[src/rtl/uart_rx_fifo_if.sv]
// Receive stream from uart_rx_fifo: FIFO head with per-frame error flags.
// Latency n/a; master holds data/flags stable while valid && !ready.
interface uart_rx_fifo_if #(
    parameter int DATA_WIDTH = 8
);
    logic [DATA_WIDTH-1:0] data;
    logic                  valid;
    logic                  ready;
    logic                  parity_err;
    logic                  frame_err;

    modport master (output data, output valid, output parity_err, output frame_err, input ready);
    modport slave  (input data, input valid, input parity_err, input frame_err, output ready);
endinterface

[src/rtl/uart_rx_fifo.sv]
// UART receiver with run-time divisor/parity/stop mode feeding a FIFO; optional UART_RX_BREAK_DETECT_EN.
// valid rises 1 clk after the final stop sample; a full FIFO with no pop drops the frame and sets overrun.
module uart_rx_fifo #(
    parameter  int DATA_WIDTH    = 8,
    parameter  int FIFO_DEPTH    = 4,
    parameter  int DIV_WIDTH     = 16,
    localparam int LB_FIFO_DEPTH = $clog2(FIFO_DEPTH)
) (
    input  logic                   clk,
    input  logic                   rstn,
    input  logic                   sig,
    input  logic [DIV_WIDTH-1:0]   baud_div,
    input  logic [1:0]             parity_mode,
    input  logic                   two_stop,
    input  logic                   clr_overrun,
    uart_rx_fifo_if.master         rx,
    output logic                   overrun,
`ifdef UART_RX_BREAK_DETECT_EN
    output logic                   break_det,
`endif
    output logic [LB_FIFO_DEPTH:0] fifo_count
);
    localparam int BIT_W = $clog2(DATA_WIDTH);
    localparam int ENT_W = DATA_WIDTH + 2;

    typedef enum logic [2:0] {S_IDLE, S_START, S_DATA, S_PARITY, S_STOP1, S_STOP2} state_t;

    logic [1:0]            sync_q;
    logic [2:0]            hist_q;
    state_t                state_q;
    logic [DIV_WIDTH-1:0]  cnt_q;
    logic [DIV_WIDTH-1:0]  div_q;
    logic [BIT_W-1:0]      bits_q;
    logic [DATA_WIDTH-1:0] shreg_q;
    logic [1:0]            pmode_q;
    logic                  two_q;
    logic                  perr_q;
    logic                  ferr_q;
`ifdef UART_RX_BREAK_DETECT_EN
    logic                  zero_q;
    logic                  brk_hold_q;
    logic                  break_q;
    logic                  brk_w;
`endif

    logic                  sample_w;
    logic                  fall_w;
    logic                  expire_w;
    logic                  par_en_w;
    logic                  final_w;
    logic                  push_w;
    logic                  frame_err_w;
    logic [DIV_WIDTH-1:0]  div_eff_w;

    assign sample_w  = (hist_q[0] & hist_q[1]) | (hist_q[1] & hist_q[2]) | (hist_q[0] & hist_q[2]);
    assign fall_w    = hist_q[0] & ~sync_q[1];
    assign expire_w  = (cnt_q == '0);
    assign par_en_w  = (pmode_q == 2'b01) || (pmode_q == 2'b10);
    assign div_eff_w = (baud_div < DIV_WIDTH'(4)) ? DIV_WIDTH'(4) : baud_div;

    always_ff @(posedge clk or negedge rstn) begin
        if (!rstn) begin
            sync_q <= 2'b11;
            hist_q <= 3'b111;
        end else begin
            sync_q <= {sync_q[0], sig};
            hist_q <= {hist_q[1:0], sync_q[1]};
        end
    end

    always_comb begin
        final_w     = 1'b0;
        frame_err_w = ferr_q | ~sample_w;
        if (expire_w && ((state_q == S_STOP1 && !two_q) || state_q == S_STOP2))
            final_w = 1'b1;
`ifdef UART_RX_BREAK_DETECT_EN
        brk_w  = final_w & zero_q & ~sample_w;
        push_w = final_w & ~brk_w;
`else
        push_w = final_w;
`endif
    end

    always_ff @(posedge clk or negedge rstn) begin
        if (!rstn) begin
            state_q    <= S_IDLE;
            cnt_q      <= '0;
            div_q      <= DIV_WIDTH'(4);
            bits_q     <= '0;
            shreg_q    <= '0;
            pmode_q    <= 2'b00;
            two_q      <= 1'b0;
            perr_q     <= 1'b0;
            ferr_q     <= 1'b0;
`ifdef UART_RX_BREAK_DETECT_EN
            zero_q     <= 1'b0;
            brk_hold_q <= 1'b0;
            break_q    <= 1'b0;
`endif
        end else begin
`ifdef UART_RX_BREAK_DETECT_EN
            break_q <= brk_w;
`endif
            if (state_q != S_IDLE)
                cnt_q <= expire_w ? div_q - DIV_WIDTH'(1) : cnt_q - DIV_WIDTH'(1);
            case (state_q)
                S_IDLE: begin
`ifdef UART_RX_BREAK_DETECT_EN
                    // After a break the line must idle high for a whole bit before re-arming.
                    if (brk_hold_q) begin
                        if (!sample_w)     cnt_q      <= div_q - DIV_WIDTH'(1);
                        else if (expire_w) brk_hold_q <= 1'b0;
                        else               cnt_q      <= cnt_q - DIV_WIDTH'(1);
                    end else
`endif
                    if (fall_w) begin
                        div_q   <= div_eff_w;
                        pmode_q <= parity_mode;
                        two_q   <= two_stop;
                        cnt_q   <= div_eff_w >> 1;
                        state_q <= S_START;
                    end
                end
                S_START: if (expire_w) begin
                    if (sample_w) begin
                        state_q <= S_IDLE;
                    end else begin
                        bits_q  <= '0;
                        perr_q  <= 1'b0;
                        ferr_q  <= 1'b0;
`ifdef UART_RX_BREAK_DETECT_EN
                        zero_q  <= 1'b1;
`endif
                        state_q <= S_DATA;
                    end
                end
                S_DATA: if (expire_w) begin
                    shreg_q <= {sample_w, shreg_q[DATA_WIDTH-1:1]};
`ifdef UART_RX_BREAK_DETECT_EN
                    zero_q  <= zero_q & ~sample_w;
`endif
                    if (bits_q == BIT_W'(DATA_WIDTH - 1))
                        state_q <= par_en_w ? S_PARITY : S_STOP1;
                    else
                        bits_q <= bits_q + BIT_W'(1);
                end
                S_PARITY: if (expire_w) begin
                    perr_q  <= ((^shreg_q) ^ sample_w) != (pmode_q == 2'b10);
`ifdef UART_RX_BREAK_DETECT_EN
                    zero_q  <= zero_q & ~sample_w;
`endif
                    state_q <= S_STOP1;
                end
                S_STOP1: if (expire_w) begin
                    ferr_q  <= ~sample_w;
`ifdef UART_RX_BREAK_DETECT_EN
                    zero_q  <= zero_q & ~sample_w;
                    if (!two_q) brk_hold_q <= brk_w;
`endif
                    state_q <= two_q ? S_STOP2 : S_IDLE;
                end
                S_STOP2: if (expire_w) begin
`ifdef UART_RX_BREAK_DETECT_EN
                    brk_hold_q <= brk_w;
`endif
                    state_q <= S_IDLE;
                end
                default: state_q <= S_IDLE;
            endcase
        end
    end

`ifdef UART_RX_BREAK_DETECT_EN
    assign break_det = break_q;
`endif

    logic [ENT_W-1:0]         mem_q [FIFO_DEPTH];
    logic [LB_FIFO_DEPTH-1:0] wr_ptr_q;
    logic [LB_FIFO_DEPTH-1:0] rd_ptr_q;
    logic [LB_FIFO_DEPTH:0]   count_q;
    logic                     pop_w;
    logic                     full_w;
    logic                     wr_en_w;
    logic                     ovf_w;

    assign pop_w   = (count_q != '0) && rx.ready;
    assign full_w  = (count_q == (LB_FIFO_DEPTH+1)'(FIFO_DEPTH));
    assign wr_en_w = push_w && (!full_w || pop_w);
    assign ovf_w   = push_w && full_w && !pop_w;

    always_ff @(posedge clk or negedge rstn) begin
        if (!rstn) begin
            for (int i = 0; i < FIFO_DEPTH; i++) mem_q[i] <= '0;
            wr_ptr_q <= '0;
            rd_ptr_q <= '0;
            count_q  <= '0;
            overrun  <= 1'b0;
        end else begin
            if (wr_en_w) begin
                mem_q[wr_ptr_q] <= {frame_err_w, perr_q, shreg_q};
                wr_ptr_q        <= wr_ptr_q + LB_FIFO_DEPTH'(1);
            end
            if (pop_w) rd_ptr_q <= rd_ptr_q + LB_FIFO_DEPTH'(1);
            count_q <= count_q + (LB_FIFO_DEPTH+1)'(wr_en_w) - (LB_FIFO_DEPTH+1)'(pop_w);
            if (ovf_w)            overrun <= 1'b1;
            else if (clr_overrun) overrun <= 1'b0;
        end
    end

    assign {rx.frame_err, rx.parity_err, rx.data} = mem_q[rd_ptr_q];
    assign rx.valid   = (count_q != '0);
    assign fifo_count = count_q;
endmodule
[src/flat_wrapper.sv]
// flat-port wrapper written by rule: the top's interface ports become plain ports
module uart_rx_fifo_flat 
#(
    parameter  int DATA_WIDTH    = 8,
    parameter  int FIFO_DEPTH    = 4,
    parameter  int DIV_WIDTH     = 16,
    localparam int LB_FIFO_DEPTH = $clog2(FIFO_DEPTH)
)
  (clk, rstn, sig, baud_div, parity_mode, two_stop, clr_overrun, overrun, fifo_count, rx_data, rx_valid, rx_parity_err, rx_frame_err, rx_ready);
  uart_rx_fifo_if #(.DATA_WIDTH(DATA_WIDTH)) rx_i ();
  input  logic clk;
  input  logic rstn;
  input  logic sig;
  input  logic [DIV_WIDTH-1:0] baud_div;
  input  logic [1:0] parity_mode;
  input  logic two_stop;
  input  logic clr_overrun;
  output logic overrun;
  output logic [LB_FIFO_DEPTH:0] fifo_count;
  output wire logic [$bits(rx_i.data)-1:0] rx_data;
  output wire logic [$bits(rx_i.valid)-1:0] rx_valid;
  output wire logic [$bits(rx_i.parity_err)-1:0] rx_parity_err;
  output wire logic [$bits(rx_i.frame_err)-1:0] rx_frame_err;
  input wire logic [$bits(rx_i.ready)-1:0] rx_ready;
  assign rx_data = rx_i.data;
  assign rx_valid = rx_i.valid;
  assign rx_parity_err = rx_i.parity_err;
  assign rx_frame_err = rx_i.frame_err;
  assign rx_i.ready = rx_ready;
  uart_rx_fifo #(.DATA_WIDTH(DATA_WIDTH), .FIFO_DEPTH(FIFO_DEPTH), .DIV_WIDTH(DIV_WIDTH)) u_core (.clk(clk), .rstn(rstn), .sig(sig), .baud_div(baud_div), .parity_mode(parity_mode), .two_stop(two_stop), .clr_overrun(clr_overrun), .rx(rx_i), .overrun(overrun), .fifo_count(fifo_count));
endmodule
[config.mk]
export PLATFORM = sky130hd
export DESIGN_NAME = uart_rx_fifo_flat
export DESIGN_NICKNAME = d
export VERILOG_FILES = /design/src/rtl/uart_rx_fifo_if.sv /design/src/rtl/uart_rx_fifo.sv /design/src/flat_wrapper.sv
export SDC_FILE = /design/constraint.sdc
export NUM_CORES = 1
export LEC_CHECK = 0
export BUFFER_PORTS_ARGS = -buffer_cell sky130_fd_sc_hd__buf_2
export CAP_MARGIN = 5
export CELL_PAD_IN_SITES_DETAIL_PLACEMENT = 0
export CELL_PAD_IN_SITES_GLOBAL_PLACEMENT = 1
export CORE_ASPECT_RATIO = 0.6
export CORE_MARGIN = 2
export CORE_UTILIZATION = 44
export DETAILED_ROUTE_END_ITERATION = 16
export GPL_ROUTABILITY_DRIVEN = 0
export PLACE_DENSITY = 0.83
export SYNTH_ARGS = -nofsm -noshare
export SYNTH_HDL_FRONTEND = slang
export SYNTH_SLANG_ARGS = --single-unit
[constraint.sdc]
create_clock -name clk -period 2.81 [get_ports clk]
set_input_delay 0.562 -clock clk [delete_from_list [all_inputs] [get_ports clk]]
set_output_delay 0.562 -clock clk [all_outputs]
set_load 0.01 [all_outputs]
== Word level (Yosys, flattened, before mapping) ==
Index checks and enable logic that the tools add are counted.

* Input bits: 24
* Output and inout bits: 15
* Word-level logic and storage cells: 125
* Flip-flop bits (word level): 104

* $add $sub $neg: 7
* Equality and inequality tests: 19
* Multiplexer cells: 36
* $lt $le $gt $ge: 4
* Bitwise logic cells: 12
* Reduce and logical (&&, ||, !) cells: 28

{| class="wikitable"
|+ Operator list
! cell !! number
|-
| two-way mux 16 bit || 5
|-
| bitwise mux 40 bit || 1
|-
| two-way mux 3 bit || 13
|-
| subtractor 16 x 1 -> 16 bit (second input constant) || 2
|-
| two-way mux 10 bit || 3
|-
| binary-select mux 10 bit (select 2 bit) || 1
|-
| demux 10 bit (select 2 bit) || 1
|-
| case mux 3 bit (6 select lines) || 1
|-
| zero test 16 bit || 1
|-
| less-than comparator 16 x 3 -> 1 bit (second input constant) || 1
|-
| != test 2 x 1 -> 1 bit (second input constant) || 7
|-
| == test 3 bit (second input constant) || 4
|-
| AND reduction 4 bit || 2
|-
| nonzero test 2 bit || 4
|-
| parity 8 bit || 1
|-
| logical AND 1 bit || 7
|-
| two-way mux 1 bit || 7
|-
| AND reduction 7 bit || 1
|-
| == test 3 x 2 -> 1 bit (second input constant) || 2
|-
| >= comparator 3 bit (second input constant) || 2
|-
| inverter 2 -> 3 bit || 2
|-
| case mux 3 bit (2 select lines) || 1
|-
| nonzero test 3 bit || 2
|-
| AND reduction 5 bit || 1
|-
| other kinds (20) || 34
|}

== Logic depth before layout (Yosys ltp) ==
Gate-level depths: netlist of the first run.

* Depth after elaboration: 8
* Mapped depth: 12
* Depth with buffers taken out: 10

== Worst setup path before layout of the first run ==
Ideal clock, no wire load.

* Path type: reg2reg
* Start: reg u_core.cnt_q[5]
* End: reg u_core.cnt_q[14]
* Library setup time: 120 ps
* Slack: -161 ps
* Data arrival time: 2,851 ps
* Cell stages (with the launch flop): 13
* Clock period less this slack: 2,971 ps
* Data required time: 2,690 ps
* Buffers on the path: 3
* Path through: dfrtp_1 > or4_1 > buf_2 > nor3_1 > buf_2 > buf_2 > a21oi_1 > ha_1 > or3b_2 > nor3_1 > nand4_1 > or3_1 > a31o_2

* Longest elaborated chain between the ends: 5
* Elaborated cells between the ends (all ways): 6
* Classes of those cells: add/sub: 1; mux: 4; reduce/logical: 1

{| class="wikitable"
|+ Ends and longest elaborated chain
! item !! RTL line !! source
|-
| start: declaration || uart_rx_fifo.sv:31 || <nowiki>logic [DIV_WIDTH-1:0] cnt_q;</nowiki>
|-
| start signal: assignment || uart_rx_fifo.sv:105 || <nowiki>cnt_q <= expire_w ? div_q - DIV_WIDTH'(1) : cnt_q - DIV_WIDTH'(1);</nowiki>
|-
| start signal: assignment || uart_rx_fifo.sv:120 || <nowiki>cnt_q <= div_eff_w >> 1;</nowiki>
|-
| subtractor 16 x 1 -> 16 bit / zero test 16 bit (equally long branches) || uart_rx_fifo.sv:105, uart_rx_fifo.sv:57 ||
|-
| two-way mux 16 bit (*) || uart_rx_fifo.sv:105 ||
|-
| two-way mux 16 bit (*) || uart_rx_fifo.sv:104 || <nowiki>if (state_q != S_IDLE)</nowiki>
|-
| two-way mux 16 bit || uart_rx_fifo.sv:116 || <nowiki>if (fall_w) begin</nowiki>
|-
| two-way mux 16 bit (*) || uart_rx_fifo.sv:106 || <nowiki>case (state_q)</nowiki>
|}

Mark *: on every way between the ends. The rest lies on a longest branch, timed or not.
A chain may end at the register's enable or synchronous reset.

== Final worst setup path of the first run ==
* Start: reg u_core.cnt_q[1]
* End: reg u_core.cnt_q[14]

The elaborated chain is that of the path after synthesis.

==> results of run 1 <==
[worst max path at each step]
stage | start | end | slack (ps)
floorplan | u_core.cnt_q[5] | u_core.cnt_q[14] | 2
global placement | u_core.cnt_q[2] | u_core.cnt_q[14] | 210
detailed placement | u_core.cnt_q[2] | u_core.cnt_q[14] | 130
CTS | u_core.cnt_q[13] | u_core.cnt_q[14] | 120
global route | u_core.cnt_q[14] | u_core.cnt_q[14] | 3
finish | u_core.cnt_q[1] | u_core.cnt_q[14] | 120
[what timing repair did]
| action | CTS | global route |
|---|---|---|
| setup endpoints to repair | 0 | 3 |
| hold buffers | 0 | 0 |
| resized for setup | 0 | 8 |
[synthesized netlist by cell type (5+ instances only)]
cell      number  area (sq um)
ha_1          10         125.1
clkbuf_1       9         33.78
nor3_1        13         65.06
mux2_2        66         743.2
mux4_2        10         225.2
xnor2_1       17         148.9
nand2b_1       6         37.54
a21oi_1       21         105.1
nor2_1        23         86.33
o21ai_0       22         110.1
inv_1         12         45.04
nand2_4        5         56.30
or3_1          5         31.28
nand4_1        6         37.54
nor4_1         5         31.28
nand2_1       20         75.07
a31oi_1        5         31.28
o22ai_1        5         31.28
dfrtp_1       98          2452
dfstp_2        6         157.7
[sequential cells by signal, summed over array words and instances, names as in the netlist]
name               count
u_core.cnt_q          16
u_core.shreg_q         8
u_core.fifo_count      3
u_core.perr_q          1
u_core.mem_q          40
u_core.overrun         1
u_core.div_q          16
u_core.sync_q          2
u_core.wr_ptr_q        2
u_core.pmode_q         2
u_core.rd_ptr_q        2
u_core.hist_q          3
u_core.two_q           1
u_core.ferr_q          1
u_core.state_q         3
u_core.bits_q          3
[critical path: stages (launching register included)]
cell and delay, ps:
dfrtp_1 430, nor3_4 100, nand4_1 180, nor3_4 80
a21oi_2 150, ha_2 220, or3b_4 410, nor3_4 220
nand4_1 150, or3_1 400, a31o_2 230
[stage by stage]
step / power [W] / utilization, %
after floorplan: 0.003088 / -
after global placement: 0.003543 / 50.37
after detailed placement: 0.003610 / 50.37
after CTS: 0.004928 / 53.11
after global routing: 0.005224 / 53.32
final: 0.004933 / 53.32
[routing by layer]
layer | routed length, um | track usage (%) | share of wire, %
met1 | 5926 | 31.06 | 49
met2 | 5048 | 29.76 | 42
met3 | 825 | 4.275 | 6.9
met4 | 199 | 6.884 | 1.7
met5 | 0 | 0 | 0
[layout make-up]
class / instances / area [sq um] / share of cell area, %
Sequential cell: 104 / 2615 / 42.84
Multi-Input combinational cell: 306 / 2571 / 42.12
Timing Repair Buffer: 58 / 355.3 / 5.821
Clock buffer: 9 / 225.2 / 3.689
Tap cell: 160 / 200.2 / 3.279
Clock inverter: 7 / 88.84 / 1.455
Inverter: 13 / 48.80 / 0.7993
[power by group]
part | switching, W | internal [W]
Clock | 0.000597 | 0.000711
Combinational | 0.000728 | 0.000686
Sequential | 0.000408 | 0.00180
Total | 0.00173 | 0.00320
[cell families after synthesis]
group | share of synthesized area (%)
fa+ha+maj | 2.962
xor+xnor | 3.345
simple gates | 11.80
flops | 49.83
buf+inv | 2.078
mux | 19.85
compound gates | 10.13
==> flow_metrics.env, run 1 <==
export IMPL_fillers=975
export IMPL_grt_max_degree=47
export IMPL_clock_path_buffers=2
export IMPL_fp_row_count=30
export IMPL_holdCritPathClass="primary input to async pin"
export IMPL_grt_usage_pct=20.60
export IMPL_firstDrtPassIters=5
export IMPL_drt_iter0_drc=318
export IMPL_syn_area_sq_um=5238
export IMPL_io_buffers=38
export IMPL_worstReg2RegStart="u_core.cnt_q[1]"
export IMPL_required_ps=3050
export IMPL_synthFlopType="dfrtp_1"
export IMPL_max_freq_ghz=0.3718
export IMPL_ios=39
export IMPL_hpwl_um=8773
export IMPL_worstReg2RegEnd="u_core.cnt_q[14]"
export IMPL_first_global_vias=3726
export IMPL_ys_seq_area_share_pct=49.83
export IMPL_leakagePower_nw=2.840
export IMPL_drive_above_1_share_pct=37.63
export IMPL_netlist_instances=438
export IMPL_worstMarginPinSlew_ps=613.2
export IMPL_p_per_area_nw_per_um2=808.1
export IMPL_h_tree_depth=3
export IMPL_setup_viol=0
export IMPL_crit_path_max_fanout=7
export IMPL_hold_viol_final=0
export IMPL_antennaDiodeCount=0
export IMPL_num_vias=3742
export IMPL_holdWs_ps=211.8
export IMPL_min_period_over_period_pct=95.71
export IMPL_dpl_cell_area_sq_um=5767
export IMPL_fin_cells=657
export IMPL_worst_setup_path_type="register to register"
export IMPL_avgSynthCellArea_sq_um=11.96
export IMPL_finalClockSkew_ps=8.557
export IMPL_ys_types=62
export IMPL_antenna_found_initial=0
export IMPL_die_area_sq_um=12820
export IMPL_arrival_ps=2930
export IMPL_synth_nets=473
export IMPL_reg2reg_depth=10
export IMPL_pre_cts_ws_ps=129.1
export IMPL_numCtsBuffers=9
export IMPL_yosysWarnings=0
export IMPL_start_util_pct=45.75
export IMPL_via_per_inst=5.696
export IMPL_core_sq_um=11450
export IMPL_wl_per_cell_um=18.26
export IMPL_maxSlewViolCount=0
export IMPL_die_h_um=88.51
export IMPL_rsz0062_at_grt="yes"
export IMPL_post_route_min_period_ps=2689
export IMPL_overflow=0
export IMPL_synthToLayoutAreaGrowth_pct=16.56
export IMPL_path_clk_slew_ps=70
export IMPL_final_cell_mix="dfrtp_1, mux2_2, buf_2"
export IMPL_die_w_um=144.9
export IMPL_wl_um=12000
export IMPL_cts_tree="done"
export IMPL_status="finished, final reports clean"
export IMPL_timing_setup_tns_ps=0
export IMPL_cp_start_kind="register"
export IMPL_post_cts_buffers=0
export IMPL_drc=0
export IMPL_final_nets=527
export IMPL_drv_cap=0
export IMPL_insertion_delay_ps=350
export IMPL_root_buffer="clkbuf_16"
export IMPL_dp_cells=641
export IMPL_ir_drop_v=0.0004107
export IMPL_cts_sinks=104
export IMPL_grt_pass1_wl_um=19780
export IMPL_slew_headroom_pct=59.12
export IMPL_ant_nets=0
export IMPL_synth_edf_count=0
export IMPL_finalWorstSetupSlack_ps=120.5
export IMPL_final_common_cell="dfrtp_1"
export IMPL_stdcell_area_sq_um=6105
export IMPL_r2r_slack_ps=120
export IMPL_critPathCaptureType="register"
export IMPL_synthArstFlopShare_pct=100.0
export IMPL_synth_seq_cells=104
Note: power is estimated with default switching activity, not from simulation.
==> run 2, diff against run 1 <==
- RECOVER_POWER: not set -> 100
==> flow_metrics.env, run 2 (synthesis results as in run 1) <==
export IMPL_status="finished, final reports clean"
export IMPL_hpwl_um=8773
export IMPL_ant_nets=0
export IMPL_wl_met3_um=732
export IMPL_max_freq_ghz=0.3711
export IMPL_final_cell_mix="dfrtp_1, mux2_2, buf_2"
export IMPL_die_area_sq_um=12820
export IMPL_cts_sinks=104
export IMPL_dp_cells=641
export IMPL_core_sq_um=11450
export IMPL_antennaDiodeCount=0
export IMPL_path_clk_slew_ps=70
export IMPL_final_nets=527
export IMPL_worstMarginPinSlew_ps=1154
export IMPL_highest_layer="met4"
export IMPL_drive_above_1_share_pct=36.22
export IMPL_drv_cap=0
export IMPL_wl_per_cell_um=18.26
export IMPL_wl_met2_um=5079
export IMPL_rsz0062_at_grt="yes"
export IMPL_largest_reg_flops=40
export IMPL_post_route_min_period_ps=2694
export IMPL_numCtsBuffers=9
export IMPL_holdCritPathClass="primary input to register"
export IMPL_die_w_um=144.9
export IMPL_num_vias=3724
export IMPL_grt_max_degree=47
export IMPL_holdWs_ps=305.5
export IMPL_pre_cts_ws_ps=129.1
export IMPL_wl_met1_um=6008
export IMPL_insertion_delay_ps=350
export IMPL_final_common_cell="dfrtp_1"
export IMPL_worst_setup_path_type="register to register"
export IMPL_finalClockSkew_ps=8.560
export IMPL_power_total_w=0.004924
export IMPL_h_tree_depth=3
export IMPL_ir_drop_v=0.0004095
export IMPL_hold_viol_final=0
export IMPL_min_period_over_period_pct=95.89
export IMPL_p_per_area_nw_per_um2=810.0
export IMPL_post_cts_buffers=0
export IMPL_timing_setup_tns_ps=0
export IMPL_root_buffer="clkbuf_16"
export IMPL_arrival_ps=2940
export IMPL_cp_start_kind="register"
export IMPL_die_h_um=88.51
export IMPL_grt_usage_pct=20.60
export IMPL_fin_cells=657
export IMPL_finalWorstSetupSlack_ps=115.6
export IMPL_via_per_inst=5.668
export IMPL_first_global_vias=3726
export IMPL_start_util_pct=45.75
export IMPL_top_register="u_core.mem_q"
export IMPL_critPathCaptureType="register"
export IMPL_cts_tree="done"
export IMPL_slew_headroom_pct=23.09
export IMPL_fp_row_count=30
export IMPL_overflow=0
export IMPL_ios=39
export IMPL_required_ps=3060
export IMPL_wl_um=12000
export IMPL_grt_pass1_wl_um=19780
export IMPL_clock_path_buffers=2
export IMPL_drc=0
export IMPL_antenna_found_initial=0
export IMPL_synthToLayoutAreaGrowth_pct=16.05
export IMPL_leakagePower_nw=2.816
export IMPL_largestRegisters="u_core.mem_q x40, u_core.cnt_q x16, u_core.div_q x16"
export IMPL_maxSlewViolCount=0
export IMPL_drt_iter0_drc=315
export IMPL_crit_path_max_fanout=7
export IMPL_firstDrtPassIters=5
export IMPL_setup_viol=0
export IMPL_io_buffers=38
## run 2: cell type report
cell class / count / area (sq um)
clock buffers: 9 / 225.2
clock inverters: 7 / 88.84
fillers: 977 / 5370
inverters: 13 / 48.80
multi-input cells: 306 / 2571
flip-flops and latches: 104 / 2615
well taps: 160 / 200.2
repair buffers: 58 / 329.1
## run 2: report_power, final
part           switching (W)  total (W)  internal [W]  leakage, nW
Clock               0.000597    0.00131      0.000711        0.155
Combinational       0.000726    0.00140      0.000677         1.32
Sequential          0.000411    0.00221       0.00180         1.34
Total                0.00173    0.00492       0.00319         2.82
## run 2: timing repair
| action | CTS | global route |
|---|---|---|
| endpoints found under the setup margin | 0 | 3 |
| gates resized for setup | 0 | 8 |
| hold buffers | 0 | 0 |
## run 2: stage by stage
step	cell area [sq um]	util (%)
after floorplan	5276	-
after global placement	5767	50.37
after detailed placement	5767	50.37
after CTS	6081	53.11
after global routing	6078	53.09
final	6078	53.09
## run 2: final timing paths
path | start | slack, ps | cells after the start | to
setup / recovery | u_core.cnt_q[1] | 120 | 10 | u_core.cnt_q[14]
hold / removal | sig | 310 | 1 | u_core.sync_q[0]
setup reg to reg | u_core.cnt_q[1] | 120 | 10 | u_core.cnt_q[14]
hold reg to reg | u_core.sync_q[0] | 360 | 0 | u_core.sync_q[1]
max in group asynchronous | rstn | 700 | 2 | u_core.cnt_q[12]
min in group asynchronous | rstn | 420 | 1 | u_core.mem_q[5]
## run 2: critical path: stages (launching register included)
cell and delay (ps):
dfrtp_1 430, nor3_4 100, nand4_1 180, nor3_4 80, a21oi_2 150, ha_2 220
or3b_4 410, nor3_4 230, nand4_1 160, or3_1 400, a31o_2 230
## run 2: per-layer routing
layer	global-route usage, %	vias up
met1	31.06	1867
met4	6.884	0
met2	29.76	122
met5	0	-
met3	4.275	22
li1	-	1713
